### config.mk
export PLATFORM = sky130hd
export DESIGN_NAME = mem_arbiter_flat
export DESIGN_NICKNAME = d
export VERILOG_FILES = /design/src/rtl/mem_arbiter_if.sv /design/src/rtl/mem_arbiter.sv /design/src/flat_wrapper.sv
export SDC_FILE = /design/constraint.sdc
export NUM_CORES = 1
export LEC_CHECK = 0
export ABC_AREA = 1
export ABC_CLOCK_PERIOD_IN_PS = 2600
export CAP_MARGIN = 20
export CORE_AREA = 2 2 156 158
export CTS_BUF_LIST = sky130_fd_sc_hd__clkbuf_2 sky130_fd_sc_hd__clkbuf_4 sky130_fd_sc_hd__clkbuf_8
export CTS_CLUSTER_DIAMETER = 60
export CTS_CLUSTER_SIZE = 25
export DETAILED_ROUTE_END_ITERATION = 16
export DIE_AREA = 0 0 158 160
export MAX_ROUTING_LAYER = met4
export PLACE_DENSITY = 0.46
export RECOVER_POWER = 100
export SLEW_MARGIN = 5
export SYNTH_ARGS = -nofsm -noshare
export SYNTH_HDL_FRONTEND = slang
export SYNTH_SLANG_ARGS = --single-unit
export TNS_END_PERCENT = 5
### constraint.sdc
create_clock -name CLK -period 2.6 [get_ports CLK]
set_input_delay 0.26 -clock CLK [delete_from_list [all_inputs] [get_ports CLK]]
set_output_delay 0.26 -clock CLK [all_outputs]
set_load 0.02 [all_outputs]
### src/rtl/mem_arbiter_if.sv
// rtl/mem_arbiter_if.sv - master request ports and shared slave bus of mem_arbiter
interface mem_arbiter_if #(
    parameter int NUM_MASTERS = 2,
    parameter int ADDR_W      = 64,
    parameter int DATA_W      = 64
);
    localparam int ID_W = $clog2(NUM_MASTERS);

    logic [NUM_MASTERS-1:0]        HTRANS;
    logic [NUM_MASTERS*ADDR_W-1:0] HADDR;
    logic [NUM_MASTERS-1:0]        HWRITE;
    logic [NUM_MASTERS*DATA_W-1:0] HWDATA;
    logic [ADDR_W-1:0]             PADDR;
    logic                          HWRITE_O;
    logic [DATA_W-1:0]             PDATA;
    logic [NUM_MASTERS-1:0]        grant;
    logic [ID_W-1:0]               grant_id;
    logic [NUM_MASTERS-1:0]        stall;
    logic                          busy;

    // master: the requesting side; slave: the arbiter itself
    modport master (
        output HTRANS, HADDR, HWRITE, HWDATA,
        input  PADDR, HWRITE_O, PDATA, grant, grant_id, stall, busy
    );

    modport slave (
        input  HTRANS, HADDR, HWRITE, HWDATA,
        output PADDR, HWRITE_O, PDATA, grant, grant_id, stall, busy
    );
endinterface

### src/rtl/mem_arbiter.sv
// rtl/mem_arbiter.sv - N-master shared memory bus arbiter with hold limit
module mem_arbiter #(
    parameter int NUM_MASTERS = 2,
    parameter int ADDR_W      = 64,
    parameter int DATA_W      = 64,
    parameter int RR_MODE     = 0,
    parameter int MAX_HOLD    = 8
) (
    input  logic         CLK,
    input  logic         reset,
    mem_arbiter_if.slave bus
);
    localparam int ID_W   = $clog2(NUM_MASTERS);
    localparam int HOLD_W = (MAX_HOLD == 0) ? 1 : $clog2(MAX_HOLD + 1);
    localparam logic [HOLD_W-1:0] HOLD_LAST = HOLD_W'((MAX_HOLD == 0) ? 0 : MAX_HOLD - 1);

    typedef enum logic {IDLE = 1'b0, OWNED = 1'b1} state_e;

    state_e                 state_q, state_d;
    logic [ID_W-1:0]        owner_q, owner_d;
    logic [ID_W-1:0]        last_owner_q, last_owner_d;
    logic [HOLD_W-1:0]      hold_cnt_q, hold_cnt_d;
    logic [NUM_MASTERS-1:0] owner_oh;
    logic [NUM_MASTERS-1:0] others_req;
    logic [ID_W-1:0]        arb_start;
    logic                   hold_expired;

    // First requester found scanning upward from start, wrapping at NUM_MASTERS.
    function automatic logic [ID_W-1:0] pick(input logic [NUM_MASTERS-1:0] req,
                                             input logic [ID_W-1:0] start);
        logic [ID_W-1:0] win;
        logic            found;
        win   = '0;
        found = 1'b0;
        for (int i = 0; i < NUM_MASTERS; i++) begin
            int idx;
            idx = int'(start) + i;
            if (idx >= NUM_MASTERS) idx = idx - NUM_MASTERS;
            if (!found && req[idx]) begin
                win   = ID_W'(idx);
                found = 1'b1;
            end
        end
        return win;
    endfunction

    always_ff @(posedge CLK) begin
        if (reset) begin
            state_q      <= IDLE;
            owner_q      <= '0;
            last_owner_q <= '0;
            hold_cnt_q   <= '0;
        end else begin
            state_q      <= state_d;
            owner_q      <= owner_d;
            last_owner_q <= last_owner_d;
            hold_cnt_q   <= hold_cnt_d;
        end
    end

    always_comb begin
        state_d      = state_q;
        owner_d      = owner_q;
        last_owner_d = last_owner_q;
        hold_cnt_d   = hold_cnt_q;
        owner_oh     = NUM_MASTERS'(1) << owner_q;
        others_req   = bus.HTRANS & ~owner_oh;
        if (RR_MODE != 0)
            arb_start = (int'(last_owner_q) == NUM_MASTERS - 1) ? '0 : last_owner_q + 1'b1;
        else
            arb_start = '0;
        hold_expired = (MAX_HOLD != 0) && (hold_cnt_q == HOLD_LAST) && (|others_req);

        case (state_q)
            IDLE: begin
                if (|bus.HTRANS) begin
                    state_d      = OWNED;
                    owner_d      = pick(bus.HTRANS, arb_start);
                    last_owner_d = owner_d;
                    hold_cnt_d   = '0;
                end
            end
            OWNED: begin
                if (bus.HTRANS[owner_q] && !hold_expired) begin
                    // Counter saturates so the unlimited-hold build never wraps.
                    if ((|others_req) && (hold_cnt_q != {HOLD_W{1'b1}}))
                        hold_cnt_d = hold_cnt_q + 1'b1;
                end else if (|others_req) begin
                    owner_d      = pick(others_req, arb_start);
                    last_owner_d = owner_d;
                    hold_cnt_d   = '0;
                end else begin
                    state_d    = IDLE;
                    hold_cnt_d = '0;
                end
            end
            default: state_d = IDLE;
        endcase
    end

    always_comb begin
        bus.grant    = '0;
        bus.grant_id = '0;
        bus.PADDR    = '0;
        bus.PDATA    = '0;
        bus.HWRITE_O = 1'b0;
        bus.busy     = 1'b0;
        if (state_q == OWNED) begin
            bus.grant    = NUM_MASTERS'(1) << owner_q;
            bus.grant_id = owner_q;
            bus.PADDR    = bus.HADDR[int'(owner_q)*ADDR_W +: ADDR_W];
            bus.PDATA    = bus.HWDATA[int'(owner_q)*DATA_W +: DATA_W];
            bus.HWRITE_O = bus.HTRANS[owner_q] & bus.HWRITE[owner_q];
            bus.busy     = 1'b1;
        end
        bus.stall = bus.HTRANS & ~bus.grant;
    end
endmodule

### src/flat_wrapper.sv
// flat-port wrapper written by rule: the top's interface ports become plain ports
module mem_arbiter_flat 
#(
    parameter int NUM_MASTERS = 2,
    parameter int ADDR_W      = 64,
    parameter int DATA_W      = 64,
    parameter int RR_MODE     = 0,
    parameter int MAX_HOLD    = 8
)
  (CLK, reset, bus_HTRANS, bus_HADDR, bus_HWRITE, bus_HWDATA, bus_PADDR, bus_HWRITE_O, bus_PDATA, bus_grant, bus_grant_id, bus_stall, bus_busy);
  mem_arbiter_if #(.NUM_MASTERS(NUM_MASTERS), .ADDR_W(ADDR_W), .DATA_W(DATA_W)) bus_i ();
  input  logic CLK;
  input  logic reset;
  input wire logic [$bits(bus_i.HTRANS)-1:0] bus_HTRANS;
  input wire logic [$bits(bus_i.HADDR)-1:0] bus_HADDR;
  input wire logic [$bits(bus_i.HWRITE)-1:0] bus_HWRITE;
  input wire logic [$bits(bus_i.HWDATA)-1:0] bus_HWDATA;
  output wire logic [$bits(bus_i.PADDR)-1:0] bus_PADDR;
  output wire logic [$bits(bus_i.HWRITE_O)-1:0] bus_HWRITE_O;
  output wire logic [$bits(bus_i.PDATA)-1:0] bus_PDATA;
  output wire logic [$bits(bus_i.grant)-1:0] bus_grant;
  output wire logic [$bits(bus_i.grant_id)-1:0] bus_grant_id;
  output wire logic [$bits(bus_i.stall)-1:0] bus_stall;
  output wire logic [$bits(bus_i.busy)-1:0] bus_busy;
  assign bus_i.HTRANS = bus_HTRANS;
  assign bus_i.HADDR = bus_HADDR;
  assign bus_i.HWRITE = bus_HWRITE;
  assign bus_i.HWDATA = bus_HWDATA;
  assign bus_PADDR = bus_i.PADDR;
  assign bus_HWRITE_O = bus_i.HWRITE_O;
  assign bus_PDATA = bus_i.PDATA;
  assign bus_grant = bus_i.grant;
  assign bus_grant_id = bus_i.grant_id;
  assign bus_stall = bus_i.stall;
  assign bus_busy = bus_i.busy;
  mem_arbiter #(.NUM_MASTERS(NUM_MASTERS), .ADDR_W(ADDR_W), .DATA_W(DATA_W), .RR_MODE(RR_MODE), .MAX_HOLD(MAX_HOLD)) u_core (.CLK(CLK), .reset(reset), .bus(bus_i));
endmodule
### Word level (Yosys, flattened, before mapping)

Cells that the tools add are included.

| cells by class | value |
|---|---|
| $add $sub $neg | 1 |
| order comparisons | 5 |
| muxes and demuxes | 55 |
| eq/ne operators | 6 |
| bitwise operators | 6 |
| shift operators | 3 |
| reductions and logical operators | 12 |

Operators with widths:

| operator | count |
|---|---|
| two-way mux 32 bit | 10 |
| variable part select 128 x 8 -> 64 bit | 2 |
| less-than comparator 32 x 3 -> 1 bit (second input constant) | 4 |
| two-way mux 64 bit | 2 |
| two-way mux 1 bit | 36 |
| two-way mux 4 bit | 3 |
| case mux 4 bit (2 select lines) | 1 |
| logical AND 1 bit | 5 |
| adder 4 x 1 -> 4 bit (second input constant) | 1 |
| AND 2 bit | 2 |
| == test 4 x 3 -> 1 bit (second input constant) | 1 |
| != test 2 bit (second input constant) | 2 |
| != test 4 bit (second input constant) | 1 |
| NOT 2 bit | 2 |
| case mux 1 bit (2 select lines) | 2 |
| OR reduction 2 bit | 2 |
| logical NOT 1 bit | 3 |
| != test 3 bit (second input constant) | 1 |
| AND reduction 3 bit | 1 |
| less-than comparator 1 x 2 -> 1 bit (second input constant) | 1 |
| two-way mux 2 bit | 1 |
| != test 2 x 1 -> 1 bit (second input constant) | 1 |
| AND reduction 2 bit | 1 |
| left shift 1 x 1 -> 2 bit (first input constant) | 1 |
| other kinds (2) | 2 |

| word-level totals | value |
|---|---|
| output and inout bits | 135 |
| register bits after elaboration | 6 |
| input bits | 262 |
| logic and storage cells | 91 |

### Depth between registers and ports, before layout

| depth | value |
|---|---|
| depth after elaboration | 22 |
| gate-level depth with buffers | 9 |
| depth with buffers taken out | 9 |

### Least setup slack after synthesis

No wires, ideal clock.

| path | value |
|---|---|
| kind | reg2out |
| start | register u_core.state_q |
| end | output bus_HWRITE_O |
| slack | 1.025 ns |
| required time | 2.340 ns |
| stages on the path, launching flop included | 6 |
| buffers on the path | 1 |
| arrival time | 1.315 ns |
| cell sequence | dfxtp_1 > inv_2 > nor2_4 > buf_4 > nand2_1 > a21boi_1 |

| between the ends | value |
|---|---|
| word-level cells in the longest chain between the ends | 1 |

Ends and longest elaborated chain:

| item | line | RTL |
|---|---|---|
| start: declaration | mem_arbiter.sv:19 | `state_e state_q, state_d;` |
| start signal: assignment | mem_arbiter.sv:54 | `state_q <= state_d;` |
| two-way mux 1 bit | mem_arbiter.sv:108 | `if (state_q == OWNED) begin` |
| end: declaration | flat_wrapper.sv:19 | `output wire logic [$bits(bus_i.HWRITE_O)-1:0] bus_HWRITE_O;` |

Every way passes these cells.

### Worst setup path after layout

| path | value |
|---|---|
| start | register u_core.owner_q |
| end | output bus_PDATA[8] |

| between the ends | value |
|---|---|
| word-level cells in the longest chain between the ends | 2 |

Ends and longest elaborated chain:

| item | line | RTL |
|---|---|---|
| start: declaration | mem_arbiter.sv:20 | `logic [ID_W-1:0] owner_q, owner_d;` |
| start signal: assignment | mem_arbiter.sv:55 | `owner_q <= owner_d;` |
| variable part select 128 x 8 -> 64 bit | mem_arbiter.sv:112 | `bus.PDATA = bus.HWDATA[int'(owner_q)*DATA_W +: DATA_W];` |
| two-way mux 64 bit | mem_arbiter.sv:108 |  |
| end: declaration | flat_wrapper.sv:20 | `output wire logic [$bits(bus_i.PDATA)-1:0] bus_PDATA;` |

Every way passes these cells.

==> run_results.csv <==
group,metric,value,unit
synth,synth_area_leaders,"a22o_1 (62%), buf_6 (13%), dfxtp_1 (6.7%), nand2_1 (3.3%), nand3_1 (1.9%)",
die,die_h,160,µm
placed_design,place_congestion,0.772,
setup_path,path_cells,"nand2_1 > inv_4 > buf_12 > a22o_1 > dlygate4sd3_1",
global_route,grt_pass1_vias,3462,
finish,drive_gt1_frac,0.0400,
placed_design,io_buffers,396,
die,core-area,23800,µm²
clock_tree,cts.sinks,6,
setup_path,r2r-start,"u_core.owner_q$_SDFFE_PP0P_",
synth,synth_top_area_cell,"a22o_1",
global_route,grt_max_degree,80,
synth,ys_top_cells_by_count,"a22o_1 (128), buf_6 (20), nand2_1 (16)",
flow_run,maxCapViolCount,0,
synth,ys_seq_area_frac,0.0667,
finish,area_delta_synth_final,239,%
timing,skew,2.80,ps
finish,post-route-util,0.256,
clock_tree,clk_path_buf_depth,2,
setup_path,r2r_cells,7,
global_route,grt_antenna_before_repair,1,
die,start_util,0.0756,
hold_path,worstHoldEndpoint,"u_core.hold_cnt_q[1]$_SDFFE_PP0P_",
clock_tree,clk_latency,220,ps
power_and_ir_drop,ir_drop,0.000129,V
synth,synth_edf_count,0,
power_and_ir_drop,pwr_density_cell,243,nW/µm²
finish,final_cells,925,
route,firstDrtPassIters,4,
die,row_count,57,
route,finalWirelength,14700,µm
finish,seq_area,120,µm²
route,drt-initial-drc-count,158,
placed_design,dpl_worst_slack,345,ps
synth,synth_cells,219,
setup_path,critPathKind,"flip-flop to output pin",
timing,max_freq,0.405,GHz
clock_tree,cts.clk_slew.worst_paths,40,ps
synth,async_flop_share,0,
global_route,grt_use_total,0.107,
timing,period_needed,2470,ps
synth,yosys.cell_types.count,21,
clock_tree,cts_max_level,1,
setup_path,rr_endpoint,"u_core.owner_q$_SDFFE_PP0P_",
timing,final_max_slew_viol_count,0,
setup_path,cp_slowest_cell,"dlygate4sd3_1",
setup_path,worst-path-max-fanout,79,
synth,synth_top_area_frac,0.623,
timing,final.setup.tns,0,ps
timing,worstMarginPinSlew,381,ps
setup_path,start_kind,"flip-flop",
hold_path,holdCritPathClass,"flip-flop to flip-flop",
global_route,grt-ovfl-total,0,
global_route,grt_first_pass_wirelength,20300,µm
route,drc,0,
placed_design,dp.cells,919,
die,fp.dieArea,25300,µm²
finish,multi_input_area,1370,µm²
timing,setup_viol,0,
hold_path,holdPathStages,2,
setup_path,required,2340,ps
timing,relSlewSlack,0.746,
finish,layout.nets,865,
clock_tree,cts-root-buf,"clkbuf_8",
setup_path,rrSetupSlack,1190,ps
clock_tree,cts_tree,"done",
route,via_per_inst,3.75,
timing,finalHoldViolations,0,
status,outcome,"completed",
setup_path,endpoint_kind,"output pin",
synth,syn_nets,482,
clock_tree,numCtsBuffers,3,
timing,period_share,0.950,
die,io_pins,397,
clock_tree,cts_resized,0,
synth,yosys_warnings,0,
placed_design,hpwl,12200,µm
synth,synth_seq_cells,6,
setup_path,max_stage_delay,700,ps
finish,fillers,2601,
die,die_w,158,µm
setup_path,arrival,2210,ps
synth,synth_area_per_cell,8.22,µm²
hold_path,min_from,"u_core.hold_cnt_q[1]$_SDFFE_PP0P_",
route,post_drt_wl_per_cell,15.9,µm
route,via_count,3466,
power_and_ir_drop,p_leak,2.60,nW
route,drtAntennaViolNets,0,
timing,layout_setup_ws,131,ps
timing,rsz0062_at_grt,"no",
synth,yosys_most_used_dff,"dfxtp_1",
synth,synth_area,1800,µm²
synth,synth_most_common_cell,"a22o_1",
[report_power, final]
group / leakage, nW / switching, mW / internal [mW] / total, mW
Sequential: 0.0490 / 0.00651 / 0.0963 / 0.103
Clock: 0.0216 / 0.0404 / 0.0995 / 0.140
Combinational: 2.53 / 0.524 / 0.717 / 1.24
Total: 2.60 / 0.570 / 0.913 / 1.48
[metal layers]
metal | share of wire | track usage | wire length, µm | vias up
met4 | 0.0026 | 0.00901 | 39 | 0
met1 | 0.40 | 0.124 | 5860 | 1592
li1 | - | - | - | 1661
met5 | 0 | - | 0 | -
met2 | 0.51 | 0.196 | 7580 | 207
met3 | 0.085 | 0.0201 | 1250 | 6
[flip-flops by register name (all words and copies together), names as in the netlist]
name               flops
u_core.hold_cnt_q      4
u_core.state_q         1
u_core.owner_q         1
[timing repair]
action / 4_1_cts / 5_1_grt
hold buffers: 0 / 0
endpoints found under the hold margin: 0 / 0
setup buffers: 0 / 2
setup endpoints to repair: 0 / 1
[final cells by class]
type                       instances  area share
timing repair buffer             407       0.676
multi-input combinational        176       0.225
tap                              324      0.0665
sequential                         6      0.0197
clock buffer                       3     0.00677
inverter                           8     0.00534
antenna                            1    0.000411
[cells by family (layout without fill, tap and decap cells)]
kind of cell               count (synthesis)  count (layout)  share of synthesized area
AOI/OAI and AO/OA                        138             138                      0.655
xor gates and xnor gates                   1               1                    0.00487
adders and majority gates                  1               1                    0.00695
buffers and inverters                     37             418                      0.169
DFF                                        6               6                     0.0667
other                                      0               1                          0
and+or+nand+nor                           36              36                     0.0973
[through the flow]
step	power [mW]	hold slack (ps)	area, µm²
detailed placement	1.41	506	6030
global placement	1.42	501	6030
CTS	1.56	511	6070
global route	1.57	545	6100
finish	1.48	506	6100
floorplan	0.626	329	1800
[cell usage in the layout (no fill, tap or decap)]
cell type	count
dlygate4sd3_1	133
a21oi_1	6
o21a_1	1
clkdlybuf4s50_1	263
nand3_2	1
nand3_1	7
nor2_1	6
o21ai_0	2
inv_1	5
inv_4	1
a21boi_1	1
clkbuf_8	3
buf_12	6
dfxtp_1	6
nor2_4	2
ha_1	1
buf_4	5
nand2_1	16
nand2_2	4
inv_2	2
diode_2	1
xnor2_1	1
a22o_1	128
[how the worst max path moves through the flow]
stage / slack (ps) / depth (start not counted) / endpoint / from
after floorplan: 1020 / 5 / bus_HWRITE_O / u_core.state_q$_SDFF_PP0_
after global placement: 400 / 5 / bus_PDATA[9] / u_core.owner_q$_SDFFE_PP0P_
after detailed placement: 340 / 5 / bus_PDATA[4] / u_core.state_q$_SDFF_PP0_
after CTS: 90 / 5 / bus_PDATA[4] / u_core.state_q$_SDFF_PP0_
after global routing: 50 / 5 / bus_PDATA[8] / u_core.state_q$_SDFF_PP0_
final: 130 / 5 / bus_PDATA[8] / u_core.owner_q$_SDFFE_PP0P_
[critical path: cells and delay by family, from the launching register on]
kind	cells	cell delay, ps
AOI/OAI and AO/OA	1	230
and+or+nand+nor	1	140
DFF	1	460
buffers and inverters	3	1090
Power figures use the tool's default switching activity.
